===== src/rtl/neq_sched_pkg.sv =====
// Shared types for the neq_sched comparator scheduler.
// Holds the FSM state encoding, the index-width helper and the requester index type.
package neq_sched_pkg;

  typedef enum logic [1:0] {
    IDLE = 2'd0,
    BUSY = 2'd1,
    RESP = 2'd2
  } state_e;

  // Largest supported requester count; the index type is sized for it so that
  // every instance shares one index type regardless of N.
  localparam int MAX_N = 16;

  // Index width for n requesters; never below one bit.
  function automatic int idx_width(input int n);
    return (n <= 2) ? 1 : $clog2(n);
  endfunction

  localparam int IDX_W = idx_width(MAX_N);

  typedef logic [IDX_W-1:0] idx_t;

endpackage


===== src/rtl/neq_sched_rr_pick.sv =====
// Combinational round-robin picker: chooses the first set request at or after ptr,
// wrapping from N-1 back to 0. Produces one-hot grant, grant index and an any flag.
module rr_pick
  import neq_sched_pkg::*;
#(
  parameter int N = 4
) (
  input  logic [N-1:0] req_i,
  input  idx_t         ptr_i,
  output logic [N-1:0] gnt_oh_o,
  output idx_t         gnt_idx_o,
  output logic         any_o
);

  int best_dist_s;
  int dist_s;

  // Select the requester with the smallest circular distance from ptr.
  always_comb begin
    best_dist_s = N;
    dist_s      = 0;
    gnt_idx_o   = '0;
    gnt_oh_o    = '0;
    any_o       = 1'b0;
    for (int i = 0; i < N; i++) begin
      dist_s = (i >= int'(ptr_i)) ? (i - int'(ptr_i)) : (i + N - int'(ptr_i));
      if (req_i[i] && (dist_s < best_dist_s)) begin
        best_dist_s = dist_s;
        gnt_idx_o   = idx_t'(i);
      end else begin
        best_dist_s = best_dist_s;
      end
    end
    any_o = (best_dist_s < N);
    for (int i = 0; i < N; i++) begin
      gnt_oh_o[i] = any_o && (gnt_idx_o == idx_t'(i));
    end
  end

endmodule


===== src/rtl/neq_sched.sv =====
// neq_sched: round-robin scheduler sharing one inequality comparator among N requesters.
// Flow per operation: IDLE (arbitrate + latch operands) -> BUSY (drive comparator,
// wait for its result) -> RESP (return result to the granted requester).
// Optional build macro NEQ_SCHED_STATS_EN adds saturating stat_ops / stat_neq counters.
module neq_sched
  import neq_sched_pkg::*;
#(
  parameter int N     = 4,
  parameter int W     = 16,
  parameter int CNT_W = 16
) (
  input  logic           clk,
  input  logic           rst,
  input  logic [N-1:0]   req_valid,
  output logic [N-1:0]   req_ready,
  input  logic [N*W-1:0] req_a,
  input  logic [N*W-1:0] req_b,
  output logic [N-1:0]   rsp_valid,
  input  logic [N-1:0]   rsp_ready,
  output logic           rsp_data,
  output logic           cmp_din0_valid,
  input  logic           cmp_din0_ready,
  output logic [W-1:0]   cmp_din0_data,
  output logic           cmp_din1_valid,
  input  logic           cmp_din1_ready,
  output logic [W-1:0]   cmp_din1_data,
  input  logic           cmp_dout_valid,
  output logic           cmp_dout_ready,
  input  logic           cmp_dout_data
`ifdef NEQ_SCHED_STATS_EN
  ,
  output logic [CNT_W-1:0] stat_ops,
  output logic [CNT_W-1:0] stat_neq
`endif
);

  if ((N < 2) || (N > MAX_N) || (CNT_W < 1)) begin : g_param_check
    $error("neq_sched: N must be 2..16 and CNT_W at least 1");
  end

  state_e         state_q, state_d;
  idx_t           ptr_q, ptr_d;
  idx_t           gnt_q, gnt_d;
  logic [W-1:0]   a_q, a_d;
  logic [W-1:0]   b_q, b_d;
  logic           res_q, res_d;

  logic [N-1:0]   pick_oh_s;
  idx_t           pick_idx_s;
  logic           pick_any_s;
  logic [W-1:0]   sel_a_s;
  logic [W-1:0]   sel_b_s;
  logic [N-1:0]   gnt_dec_s;
  logic           rsp_hs_s;

  // The din readies are implied by the dout handshake of the comparator protocol.
  logic           unused_ready_s;
  assign unused_ready_s = cmp_din0_ready ^ cmp_din1_ready;

  rr_pick #(.N(N)) u_rr_pick (
    .req_i     (req_valid),
    .ptr_i     (ptr_q),
    .gnt_oh_o  (pick_oh_s),
    .gnt_idx_o (pick_idx_s),
    .any_o     (pick_any_s)
  );

  // Operand mux for the requester the picker selected; decode of the held grant.
  always_comb begin
    sel_a_s   = '0;
    sel_b_s   = '0;
    gnt_dec_s = '0;
    for (int i = 0; i < N; i++) begin
      sel_a_s      = sel_a_s | (req_a[i*W +: W] & {W{pick_oh_s[i]}});
      sel_b_s      = sel_b_s | (req_b[i*W +: W] & {W{pick_oh_s[i]}});
      gnt_dec_s[i] = (gnt_q == idx_t'(i));
    end
    rsp_hs_s = (state_q == RESP) && ((rsp_ready & gnt_dec_s) != '0);
  end

  // FSM state register.
  always_ff @(posedge clk or negedge rst) begin
    if (!rst) begin
      state_q <= IDLE;
    end else begin
      state_q <= state_d;
    end
  end

  // Datapath registers: pointer, grant, latched operands and captured result.
  always_ff @(posedge clk or negedge rst) begin
    if (!rst) begin
      ptr_q <= '0;
      gnt_q <= '0;
      a_q   <= '0;
      b_q   <= '0;
      res_q <= 1'b0;
    end else begin
      ptr_q <= ptr_d;
      gnt_q <= gnt_d;
      a_q   <= a_d;
      b_q   <= b_d;
      res_q <= res_d;
    end
  end

  // Next-state and register-update logic; each register changes only in its own state.
  always_comb begin
    state_d = state_q;
    ptr_d   = ptr_q;
    gnt_d   = gnt_q;
    a_d     = a_q;
    b_d     = b_q;
    res_d   = res_q;
    case (state_q)
      IDLE: begin
        if (pick_any_s) begin
          state_d = BUSY;
          gnt_d   = pick_idx_s;
          a_d     = sel_a_s;
          b_d     = sel_b_s;
        end else begin
          state_d = IDLE;
        end
      end
      BUSY: begin
        if (cmp_dout_valid) begin
          state_d = RESP;
          res_d   = cmp_dout_data;
        end else begin
          state_d = BUSY;
        end
      end
      RESP: begin
        if (rsp_hs_s) begin
          state_d = IDLE;
          ptr_d   = (gnt_q == idx_t'(N - 1)) ? '0 : (gnt_q + idx_t'(1));
        end else begin
          state_d = RESP;
        end
      end
      default: begin
        state_d = IDLE;
      end
    endcase
  end

  // Output decode from the current state; req_ready is forced low while in reset.
  always_comb begin
    req_ready      = '0;
    rsp_valid      = '0;
    cmp_din0_valid = 1'b0;
    cmp_din1_valid = 1'b0;
    cmp_dout_ready = 1'b0;
    cmp_din0_data  = a_q;
    cmp_din1_data  = b_q;
    rsp_data       = res_q;
    case (state_q)
      IDLE: begin
        if (rst) begin
          req_ready = pick_oh_s;
        end else begin
          req_ready = '0;
        end
      end
      BUSY: begin
        cmp_din0_valid = 1'b1;
        cmp_din1_valid = 1'b1;
        cmp_dout_ready = 1'b1;
      end
      RESP: begin
        rsp_valid = gnt_dec_s;
      end
      default: begin
        req_ready = '0;
      end
    endcase
  end

`ifdef NEQ_SCHED_STATS_EN
  logic [CNT_W-1:0] stat_ops_q;
  logic [CNT_W-1:0] stat_neq_q;

  // Saturating counters of completed responses and of responses reporting a difference.
  always_ff @(posedge clk or negedge rst) begin
    if (!rst) begin
      stat_ops_q <= '0;
      stat_neq_q <= '0;
    end else if (rsp_hs_s) begin
      if (stat_ops_q != '1) begin
        stat_ops_q <= stat_ops_q + CNT_W'(1);
      end else begin
        stat_ops_q <= stat_ops_q;
      end
      if (res_q && (stat_neq_q != '1)) begin
        stat_neq_q <= stat_neq_q + CNT_W'(1);
      end else begin
        stat_neq_q <= stat_neq_q;
      end
    end else begin
      stat_ops_q <= stat_ops_q;
      stat_neq_q <= stat_neq_q;
    end
  end

  assign stat_ops = stat_ops_q;
  assign stat_neq = stat_neq_q;
`endif

endmodule


===== config.mk =====
export PLATFORM = sky130hd
export DESIGN_NAME = neq_sched
export DESIGN_NICKNAME = d
export VERILOG_FILES = /design/src/rtl/neq_sched_pkg.sv /design/src/rtl/neq_sched_rr_pick.sv /design/src/rtl/neq_sched.sv
export SDC_FILE = /design/constraint.sdc
export NUM_CORES = 1
export LEC_CHECK = 0
export ABC_CLOCK_PERIOD_IN_PS = 18300
export CAP_MARGIN = 20
export CORE_MARGIN = 5
export CORE_UTILIZATION = 44
export CTS_CLUSTER_SIZE = 40
export DETAILED_ROUTE_END_ITERATION = 6
export HOLD_SLACK_MARGIN = 0.05
export PLACE_DENSITY = 0.85
export SLEW_MARGIN = 20
export SYNTH_ARGS = -nofsm -noshare
export SYNTH_HDL_FRONTEND = slang
export SYNTH_HIERARCHICAL = 1
export SYNTH_SLANG_ARGS = --single-unit

===== constraint.sdc =====
create_clock -name clk -period 18.3 [get_ports clk]
set_input_delay 3.66 -clock clk [delete_from_list [all_inputs] [get_ports clk]]
set_output_delay 3.66 -clock clk [all_outputs]
set_load 0.01 [all_outputs]

==> results of run 1 <==
==> Yosys cell counts, types with 8 or more instances <==
cell      count
a21oi_1      12
a22oi_1      66
a31oi_1      38
buf_2         8
clkbuf_1     13
dfrtp_1      43
ha_1         25
inv_1        18
nand2_1      16
nor2_1       48
o21ai_0      10
==> through the flow <==
step           instance area [um2]  total power, mW  util (%)  hold WS (ps)  setup WS [ps]
6_report                      5497            1.144     67.92         511.2           4400
3_3_place_gp                  5411            1.048     66.87         490.6           4737
4_1_cts                       5497            1.142     67.92         517.9           4493
3_5_place_dp                  5411            1.077     66.87         497.6           4536
5_1_grt                       5497            1.246     67.92         547.8           4086
2_1_floorplan                 3588           0.8252         -         510.8           6285
==> placed cells by master (no fill, tap or decap), types with 6 or more instances in the layout <==
cell type / synthesis / final
mux2_2: 7 / 7
nor2_1: 48 / 48
xnor2_1: 7 / 7
inv_1: 18 / 18
a22oi_1: 66 / 66
clkdlybuf4s50_1: 0 / 182
o21ai_0: 10 / 10
buf_4: 7 / 6
a21oi_1: 12 / 12
a31oi_1: 38 / 38
nor2b_1: 6 / 6
dfrtp_1: 43 / 43
ha_1: 25 / 25
nand2_1: 16 / 16
==> power by group through the flow <==
stage	combinational [mW]	clock, mW	sequential [mW]
final	0.896	0.0602	0.187
after global routing	0.986	0.0656	0.195
after CTS	0.892	0.0617	0.188
after detailed placement	0.888	0	0.189
after global placement	0.863	0	0.185
after floorplan	0.627	0	0.198
==> state kept, by name (all words and copies together), names as in the netlist <==
signal,flops
rsp_data,1
gnt_q,4
cmp_din1_data,16
ptr_q,4
cmp_din0_data,16
state_q,2
==> per-layer routing <==
metal | GRT usage (%) | wire length (um) | vias up
li1 | - | - | 1847
met1 | 29.71 | 5041 | 1860
met2 | 42.97 | 6490 | 166
met3 | 6.254 | 951 | 18
met4 | 5.803 | 234 | 0
met5 | 0 | 0 | -
==> final cells by class <==
| class | instances | area share (%) |
|---|---|---|
| Clock buffer | 6 | 1.320 |
| Multi-Input combinational cell | 313 | 41.20 |
| Clock inverter | 2 | 0.2276 |
| Timing Repair Buffer | 189 | 34.05 |
| Tap cell | 105 | 2.390 |
| Sequential cell | 43 | 19.58 |
| Inverter | 18 | 1.229 |
==> kinds of logic after synthesis <==
kind of cell / count (synthesis)
multiplexers: 15
buffers and inverters: 51
AND/OR/NAND/NOR: 103
XOR/XNOR: 9
AO/OA/AOI/OAI: 159
other: 1
flip-flops: 43
adder cells (fa/ha/maj): 25
==> worst paths after layout <==
path	from	to	slack, ps	cells past startpoint
worst min register to register	rsp_data	rsp_data	510	1
worst max-delay path	req_valid[0]	req_ready[3]	4400	23
max in group asynchronous	rst	ptr_q[2]	14450	2
worst min-delay path	rsp_data	rsp_data	510	1
min in group asynchronous	rst	cmp_din0_data[2]	3450	2
worst max register to register	ptr_q[2]	gnt_q[3]	9270	30
==> out/qor.txt, run 1 <==
status = finished, final reports clean
placer congestion estimate = 0.8641
FF/Latch Area = 1076 um2
Least-Margin Pin Slew = 818.7 ps
Slew headroom = 45.09%
Die ar. = 10,050 um2
largest family of logic cells by synthesized area = compound AO/OA/AOI/OAI gates
DR WL/cell = 18.81 um
cell count after placement = 668
H-tree depth = 2
worst path arrival time = 10,240 ps
Static Leak = 2.206 nW
number of synthesized flops with an enable pin = 0
Synth Area in Compound Gates = 32.04%
Adder-Cell Fraction of Synth Area = 8.726%
area added between synthesis and finish = 53.33%
initial antenna violation count = 0
TritonCTS clock tree = yes
HPWL after DPL = 10.00 mm
clock power share = 5.3%
initial core utilization = 44.29%
warnings from Yosys = 6
Worst setup SP type = primary input
vias = 3,891
ranking of synthesized cells by area = dfrtp_1 30%, a22oi_1 14%, ha_1 8.7%
NumNets Final = 737
DRC Markers = 0
worst vdd ir = 0.0001992 V
Multi-input gate area = 2265 um2
share of the synthesized area in the top cell type = 30.02%
Sw Pwr = 0.5749 mW
Row Count = 33
combinational power share = 78.4%
Post-synth top flop = dfrtp_1
CP most frequent cell = ha_1
slowest stage delay, CP = 700 ps
Critical Path End Type = output pin
Hold Crit Class = reg2reg
Synth Instances = 406
syn avg cell area = 8.829 um2
share of layout cells above drive strength 1 = 6.480%
Synth Area in XOR/XNOR = 2.199%
vias in the first global route = 3,950
CP cell instances = clkdlybuf4s50_1 -> nor2b_1 -> nand2_1 -> ha_1 -> nand2_1 -> a31o_1 -> o211a_1 -> o31ai_2 -> nor2_1 -> a31oi_1 -> ha_1 -> a211oi_1 -> o21ai_0 -> o221ai_1 -> o41a_1 -> mux2_2 -> ha_1 -> nor2b_1 -> o21ai_0 -> a31oi_1 -> and2_1 -> and3_1 -> clkdlybuf4s50_1
post-route antenna net violation count = 0
RSZ-0062 raised after global routing = no
Synth Register Bits = 43
max-cap viol count = 0
post-synthesis cell type count = 58
maximum clock path buffer count = 2
Filler cells = 671
Simple-Gate Fraction of Synth Area = 14.73%
# resized after CTS = 0
mapped cell area = 3585 um2
critical-path maximum fanout = 10
cts hold-fix bufs = 0
Tcrit/Tclk final = 75.95%
I/O Pins = 186
clock latency on the worst-skew pair = 290 ps
grt total ovfl = 0
Clock Root Buffer = clkbuf_8
Final Hold Violating Endpoints = 0
Iter 0 DRT Violations = 226
Setup TNS = 0 ps
die height = 100.3 um
post-route insts no fill = 676
Tmin final = 13,900 ps
GRT Overall Usage = 24.38%
register area share after synthesis = 30.02%
Core ar. = 8093 um2
CP Class = in2out
width of the die = 100.3 um
Sequential Power Share = 16.4%
final wirelength = 12.72 mm
first drt pass iteration count = 5
diodes inserted = 0
global-route wire length before repair = 19.75 mm
CP max stage cell = o31ai_2
Max Freq = 71.94 MHz
clock slew at reported path FFs = 80 ps
cell family with most CP delay = compound AO/OA/AOI/OAI gates
final setup vio count = 0
switching share of power = 50.26%
Internal Power = 0.5690 mW
postcts setup bufs = 0
Post-synth ARST share = 100.0%
multiplexer area fraction after synthesis = 4.782%
Via density = 5.756
pin count of the biggest net entering global routing = 68
number of port buffers = 183
Layout Skew = 9.572 ps
cell taking the most area after synthesis = dfrtp_1
WP data required = 14,640 ps
CTS buffer count = 5
fin. max-slew vios = 0
WP buf/inv = 2
CTS sink cnt = 43
Pwr Density = 208.1 nW/um2
No activity file was read; power rests on OpenSTA's default activity.
==> inputs of run 2 (changes only) <==
- ABC_CLOCK_PERIOD_IN_PS: 18300 -> 12400
- CORE_UTILIZATION: 44 -> 37
- PLACE_DENSITY: 0.85 -> 0.76
- clock period: 18.3 -> 12.4 ns (I/O delays scaled with it)
==> run 2 against run 1 <==
Critical path depth stayed put. Largest cell class unchanged. Sequential power increased by 47%. Register-to-register slack got worse by 5900 ps. Clock power increased by 57%. Sequential share of layout area is 0.15 points lower. Combinational power increased by 47%.
==> out/qor.txt, run 2 (synthesis results as in run 1) <==
WL met3 = 867 um (was 951 um)
RSZ-0062 raised after global routing = no (unchanged)
HPWL after DPL = 10.05 mm (was 10.00 mm)
postcts setup bufs = 0 (unchanged)
area added between synthesis and finish = 54.52% (was 53.33%)
I/O Pins = 186 (unchanged)
Critical Path End Type = output pin (unchanged)
TritonCTS clock tree = yes (unchanged)
pin count of the biggest net entering global routing = 68 (unchanged)
share of layout cells above drive strength 1 = 6.655% (was 6.480%)
initial core utilization = 37.36% (was 44.29%)
WP data required = 9920 ps (was 14,640 ps)
vias in the first global route = 3,733 (was 3,950)
critical-path maximum fanout = 10 (unchanged)
width of the die = 108.4 um (was 100.3 um)
final setup vio count = 0 (unchanged)
R2R cell count = 30 (unchanged)
Tcrit/Tclk final = 93.11%
fin. max-slew vios = 0 (unchanged)
Layout Skew = 9.022 ps (was 9.572 ps)
Pwr Density = 304.1 nW/um2 (was 208.1 nW/um2)
slowest stage delay, CP = 680 ps (was 700 ps)
Clock Root Buffer = clkbuf_8 (unchanged)
worst hold path endpoint = rsp_data (unchanged)
M1 wire length = 5.243 mm (was 5.041 mm)
diodes inserted = 0 (unchanged)
top routing layer in use = met4 (unchanged)
worst path arrival time = 9070 ps (was 10,240 ps)
grt total ovfl = 0 (unchanged)
CTS sink cnt = 43 (unchanged)
setup slack, reg-to-reg = 3370 ps (was 9270 ps)
Filler cells = 868 (was 671)
vias = 3,810 (was 3,891)
Via density = 5.412 (was 5.756)
CP most frequent cell = ha_1 (unchanged)
Max Freq = 86.61 MHz
cts hold-fix bufs = 0 (unchanged)
CP Class = in2out (unchanged)
Die ar. = 11,760 um2 (was 10,050 um2)
most frequent cells in the layout = 182 x clkdlybuf4s50_1, 66 x a22oi_1, 48 x nor2_1 (unchanged)
first drt pass iteration count = 4 (was 5)
max-cap viol count = 0 (unchanged)
H-tree depth = 2 (unchanged)
min-delay src = rsp_data (unchanged)
reg2reg start = ptr_q[2] (unchanged)
CP max stage cell = o31ai_2 (unchanged)
Slew headroom = 46.87% (was 45.09%)
Row Count = 36 (was 33)
Final Hold Violating Endpoints = 0 (unchanged)
number of port buffers = 183 (unchanged)
clock slew at reported path FFs = 90 ps (was 80 ps)
status = finished, final reports clean (unchanged)
worst reg2reg path endpoint = gnt_q[2] (was gnt_q[3])
NumNets Final = 737 (unchanged)
met2 WL post-DR = 6.463 mm (was 6.490 mm)
placer congestion estimate = 0.8514 (was 0.8641)
worst vdd ir = 0.0002972 V (was 0.0001992 V)
Worst setup SP type = primary input (unchanged)
global-route wire length before repair = 19.40 mm (was 19.75 mm)
final wirelength = 12.69 mm (was 12.72 mm)
WHS Path Cells = 1 (unchanged)
maximum clock path buffer count = 2 (unchanged)
Least-Margin Pin Slew = 792.1 ps (was 818.7 ps)
CP cell instances = clkdlybuf4s50_1 -> nor2b_1 -> nand2_1 -> ha_1 -> nand2_1 -> a31o_1 -> o211a_1 -> o31ai_2 -> nor2_1 -> a31oi_1 -> ha_1 -> a211oi_1 -> o21ai_0 -> nor3_1 -> o41a_1 -> mux2_2 -> ha_1 -> nor2b_1 -> o21ai_0 -> a31oi_1 -> and2_1 -> and3_1 -> clkdlybuf4s50_1 (was clkdlybuf4s50_1 -> nor2b_1 -> nand2_1 -> ha_1 -> nand2_1 -> a31o_1 -> o211a_1 -> o31ai_2 -> nor2_1 -> a31oi_1 -> ha_1 -> a211oi_1 -> o21ai_0 -> o221ai_1 -> o41a_1 -> mux2_2 -> ha_1 -> nor2b_1 -> o21ai_0 -> a31oi_1 -> and2_1 -> and3_1 -> clkdlybuf4s50_1)
Iter 0 DRT Violations = 195 (was 226)
DRC Markers = 0 (unchanged)
die height = 108.4 um (was 100.3 um)
Static Leak = 2.205 nW (was 2.206 nW)
Core ar. = 9594 um2 (was 8093 um2)
GRT Overall Usage = 20.96% (was 24.38%)
Hold Crit Class = reg2reg (unchanged)
final core occ = 57.73% (was 67.92%)
post-route antenna net violation count = 0 (unchanged)
DR WL/cell = 18.03 um (was 18.81 um)
CTS buffer count = 5 (unchanged)
initial antenna violation count = 0 (unchanged)
Setup TNS = 0 ps (unchanged)
Tmin final = 11,550 ps
clock latency on the worst-skew pair = 300 ps (was 290 ps)
commonest non-fill, non-tap cell in the layout = clkdlybuf4s50_1 (unchanged)
# resized after CTS = 0 (unchanged)
## run 2: changes by cell type in the layout (fill, tap and decap cells not counted), sizes merged
cell / previous run / this run
clkbuf: 6 / 5
clkinv: 1 / 0
inv: 18 / 19
clkinvlp: 1 / 2
## run 2: report_power, final
| part | switching, mW | internal, mW | total, mW | leakage [nW] |
|---|---|---|---|---|
| registers | 0.0516 | 0.223 | 0.275 | 0.504 |
| clock network | 0.0539 | 0.0404 | 0.0943 | 0.0408 |
| logic | 0.740 | 0.576 | 1.32 | 1.66 |
| total | 0.846 | 0.839 | 1.68 | 2.21 |
## run 2: how the worst max path moves through the flow
stage                       from  cells past startpoint            to
floorplan           req_valid[0]                     24  req_ready[3]
global placement    req_valid[0]                     25  req_ready[3]
detailed placement  req_valid[0]                     23  req_ready[2]
CTS                 req_valid[0]                     23  req_ready[3]
global route        req_valid[0]                     23  req_ready[3]
finish              req_valid[0]                     23  req_ready[3]
## run 2: cell type report
cell class	instances	area, um2	share of cell area, %
Multi-Input combinational cell	313	2265	40.89
Timing Repair Buffer	189	1872	33.79
Sequential cell	43	1076	19.43
Tap cell	133	166.4	3.004
Clock buffer	5	68.82	1.242
Inverter	18	67.56	1.220
Clock inverter	3	23.77	0.4292
## run 2: critical path: cells and delay by family
kind | cells | cell delay (ps)
AO/OA/AOI/OAI | 9 | 2790
AND/OR/NAND/NOR | 8 | 1420
buffers and inverters | 2 | 1130
adder cells (fa/ha/maj) | 3 | 860
multiplexers | 1 | 390
## run 2: layer usage
| layer | GRT usage, % | vias to the layer above |
|---|---|---|
| li1 | - | 1845 |
| met1 | 26.69 | 1826 |
| met2 | 35.88 | 131 |
| met3 | 5.493 | 8 |
| met4 | 4.058 | 0 |
| met5 | 0 | - |
## run 2: metrics by stage
step           instances  power [mW]  worst slack [ps]  cell area [um2]  hold WS, ps
2_1_floorplan        407       1.218              2745             3588        510.8
3_3_place_gp         696       1.563              1084             5446        488.0
3_5_place_dp         696       1.592             935.7             5446        494.8
4_1_cts              704       1.691             877.1             5539        516.0
5_1_grt              704       1.842             273.5             5539        544.7
6_report             704       1.685             854.1             5539        512.4
==> inputs of run 3 (changes only) <==
- ABC_CLOCK_PERIOD_IN_PS: 12400 -> 11900
- CORE_UTILIZATION: 37 -> 41
- PLACE_DENSITY: 0.76 -> 0.8
- clock period: 12.4 -> 11.9 ns (I/O delays scaled with it)
==> run 3 against run 2 <==
Global-route usage up 1.3 points. Clock-buffer cell count is the same. Clock power rose by 19%. Clock skew shrank 1.1 ps. Combinational power up 4%. Die area is 8.9% lower. Via count rose by 0.55%. Non-clock buffer count did not move. Sequential cell count unchanged. Critical path type unchanged. First-iteration DRC count decreased by 6.7%.
==> out/qor.txt, run 3 (synthesis results as in run 1) <==
min-delay src = rsp_data (unchanged)
clock slew at reported path FFs = 80 ps (was 90 ps)
CTS sink cnt = 43 (unchanged)
Filler cells = 747 (was 868)
post-route antenna net violation count = 0 (unchanged)
Least-Margin Pin Slew = 711.7 ps (was 792.1 ps)
clock power share = 6.3% (was 5.6%)
worst hold path endpoint = rsp_data (unchanged)
critical-path maximum fanout = 10 (unchanged)
DR WL/cell = 18.39 um (was 18.03 um)
Multi-input gate area = 2265 um2 (unchanged)
I/O Pins = 186 (unchanged)
TritonCTS clock tree = yes (unchanged)
WP data required = 9520 ps (was 9920 ps)
initial core utilization = 41.51% (was 37.36%)
Sequential Power Share = 16.2% (was 16.3%)
CTS buffer count = 5 (unchanged)
setup slack, reg-to-reg = 3200 ps (was 3370 ps)
number of port buffers = 183 (unchanged)
fin. max-slew vios = 0 (unchanged)
Critical Path End Type = output pin (unchanged)
first drt pass iteration count = 4 (unchanged)
Clock Root Buffer = clkbuf_8 (unchanged)
Die ar. = 10,710 um2 (was 11,760 um2)
Pwr Density = 321.0 nW/um2 (was 304.1 nW/um2)
worst reg2reg path endpoint = gnt_q[3] (was gnt_q[2])
cts hold-fix bufs = 0 (unchanged)
Tmin final = 11,110 ps
Sw Pwr = 0.8779 mW (was 0.8457 mW)
global-route wire length before repair = 19.67 mm (was 19.40 mm)
Worst setup SP type = primary input (unchanged)
Iter 0 DRT Violations = 182 (was 195)
clock latency on the worst-skew pair = 290 ps (was 300 ps)
final wirelength = 12.47 mm (was 12.69 mm)
NumNets Final = 737 (unchanged)
maximum clock path buffer count = 2 (unchanged)
Max Freq = 90.05 MHz
CP Class = in2out (unchanged)
grt total ovfl = 0 (unchanged)
Layout Skew = 7.949 ps (was 9.022 ps)
initial antenna violation count = 0 (unchanged)
placer congestion estimate = 0.9147 (was 0.8514)
width of the die = 103.5 um (was 108.4 um)
pin count of the biggest net entering global routing = 68 (unchanged)
Static Leak = 2.215 nW (was 2.205 nW)
Total Power = 1.772 mW (was 1.685 mW)
area added between synthesis and finish = 54.03% (was 54.52%)
Tcrit/Tclk final = 93.32%
combinational power share = 77.5% (was 78.1%)
worst vdd ir = 0.0002526 V (was 0.0002972 V)
# resized after CTS = 0 (unchanged)
Hold Crit Class = reg2reg (unchanged)
Slew headroom = 52.27% (was 46.87%)
Setup TNS = 0 ps (unchanged)
status = finished, final reports clean (unchanged)
RSZ-0062 raised after global routing = no (unchanged)
DRC Markers = 0 (unchanged)
Via density = 5.650 (was 5.412)
FF/Latch Area = 1076 um2 (unchanged)
diodes inserted = 0 (unchanged)
vias = 3,831 (was 3,810)
vias in the first global route = 3,832 (was 3,733)
switching share of power = 49.53% (was 50.20%)
reg2reg start = ptr_q[2] (unchanged)
share of layout cells above drive strength 1 = 6.491% (was 6.655%)
final setup vio count = 0 (unchanged)
Final Hold Violating Endpoints = 0 (unchanged)
worst path arrival time = 8730 ps (was 9070 ps)
Internal Power = 0.8945 mW (was 0.8390 mW)
WHS Path Cells = 1 (unchanged)
GRT Overall Usage = 22.23% (was 20.96%)
H-tree depth = 2 (unchanged)
commonest non-fill, non-tap cell in the layout = clkdlybuf4s50_1 (unchanged)
die height = 103.5 um (was 108.4 um)
worst slack, placed = 905.0 ps (was 935.7 ps)
setup ws final = 794.5 ps (was 854.1 ps)
postcts setup bufs = 0 (unchanged)
WHS = 508.8 ps (was 512.4 ps)
HPWL after DPL = 9.882 mm (was 10.05 mm)
R2R cell count = 30 (unchanged)
max-cap viol count = 0 (unchanged)
most frequent cells in the layout = 182 x clkdlybuf4s50_1, 66 x a22oi_1, 48 x nor2_1 (unchanged)
Core ar. = 8636 um2 (was 9594 um2)
Row Count = 34 (was 36)
-- run 3: cell count changes in the layout (fill, tap and decap cells not counted) --
cell        previous run  this run
bufinv_16              0         1
clkinvlp_4             2         1
inv_6                  1         0
-- run 3: routing by layer --
layer	part of all wire, %	track usage [%]	vias up	wire length (um)
li1	-	-	1840	-
met1	40	26.68	1825	4943
met2	51	39.16	148	6420
met3	6.9	5.473	18	863
met4	1.9	6.279	0	242
met5	0	0	-	0
-- run 3: stage by stage --
stage | util [%] | cell area, um2 | instances
after global placement | 62.71 | 5415 | 671
after floorplan | - | 3588 | 407
final | 63.94 | 5522 | 678
after detailed placement | 62.71 | 5415 | 671
after CTS | 63.94 | 5522 | 678
after global routing | 63.94 | 5522 | 678
-- run 3: how the worst max path moves through the flow --
stage / startpoint / end / slack [ps] / cells after the start
3_5_place_dp: req_valid[0] / req_ready[3] / 900 / 23
6_report: req_valid[0] / req_ready[3] / 790 / 23
4_1_cts: req_valid[0] / req_ready[3] / 860 / 23
3_3_place_gp: req_valid[0] / req_ready[3] / 970 / 25
5_1_grt: req_valid[0] / req_ready[3] / 280 / 25
2_1_floorplan: req_valid[0] / req_ready[3] / 2440 / 24
-- run 3: critical path, cell delays in order --
cell and delay (ps):
clkdlybuf4s50_1 580, nor2b_1 270, nand2_1 100, ha_1 270, nand2_1 40, a31o_1 240
o211a_1 150, o31ai_2 620, nor2_1 90, a31oi_1 210, ha_1 280, a211oi_1 220
o21ai_0 150, nor3_1 270, o41a_1 460, mux2_2 390, ha_1 290, nor2b_1 150
o21ai_0 110, a31oi_1 460, and2_1 270, and3_1 160, clkdlybuf4s50_1 550
-- run 3: area by class of cell --
cell class | instances | share of cell area [%]
sequential | 43 | 19.49
multi-input combinational | 313 | 41.02
tap | 108 | 2.447
clock buffer | 5 | 1.246
clock inverter | 2 | 0.6798
timing repair buffer | 189 | 33.90
inverter | 18 | 1.224
-- run 3: power groups by stage --
stage	sequential, mW	clock (mW)	combinational, mW
finish	0.287	0.112	1.37
global route	0.298	0.120	1.51
CTS	0.289	0.114	1.38
detailed placement	0.290	0	1.38
global placement	0.286	0	1.34
floorplan	0.305	0	0.964
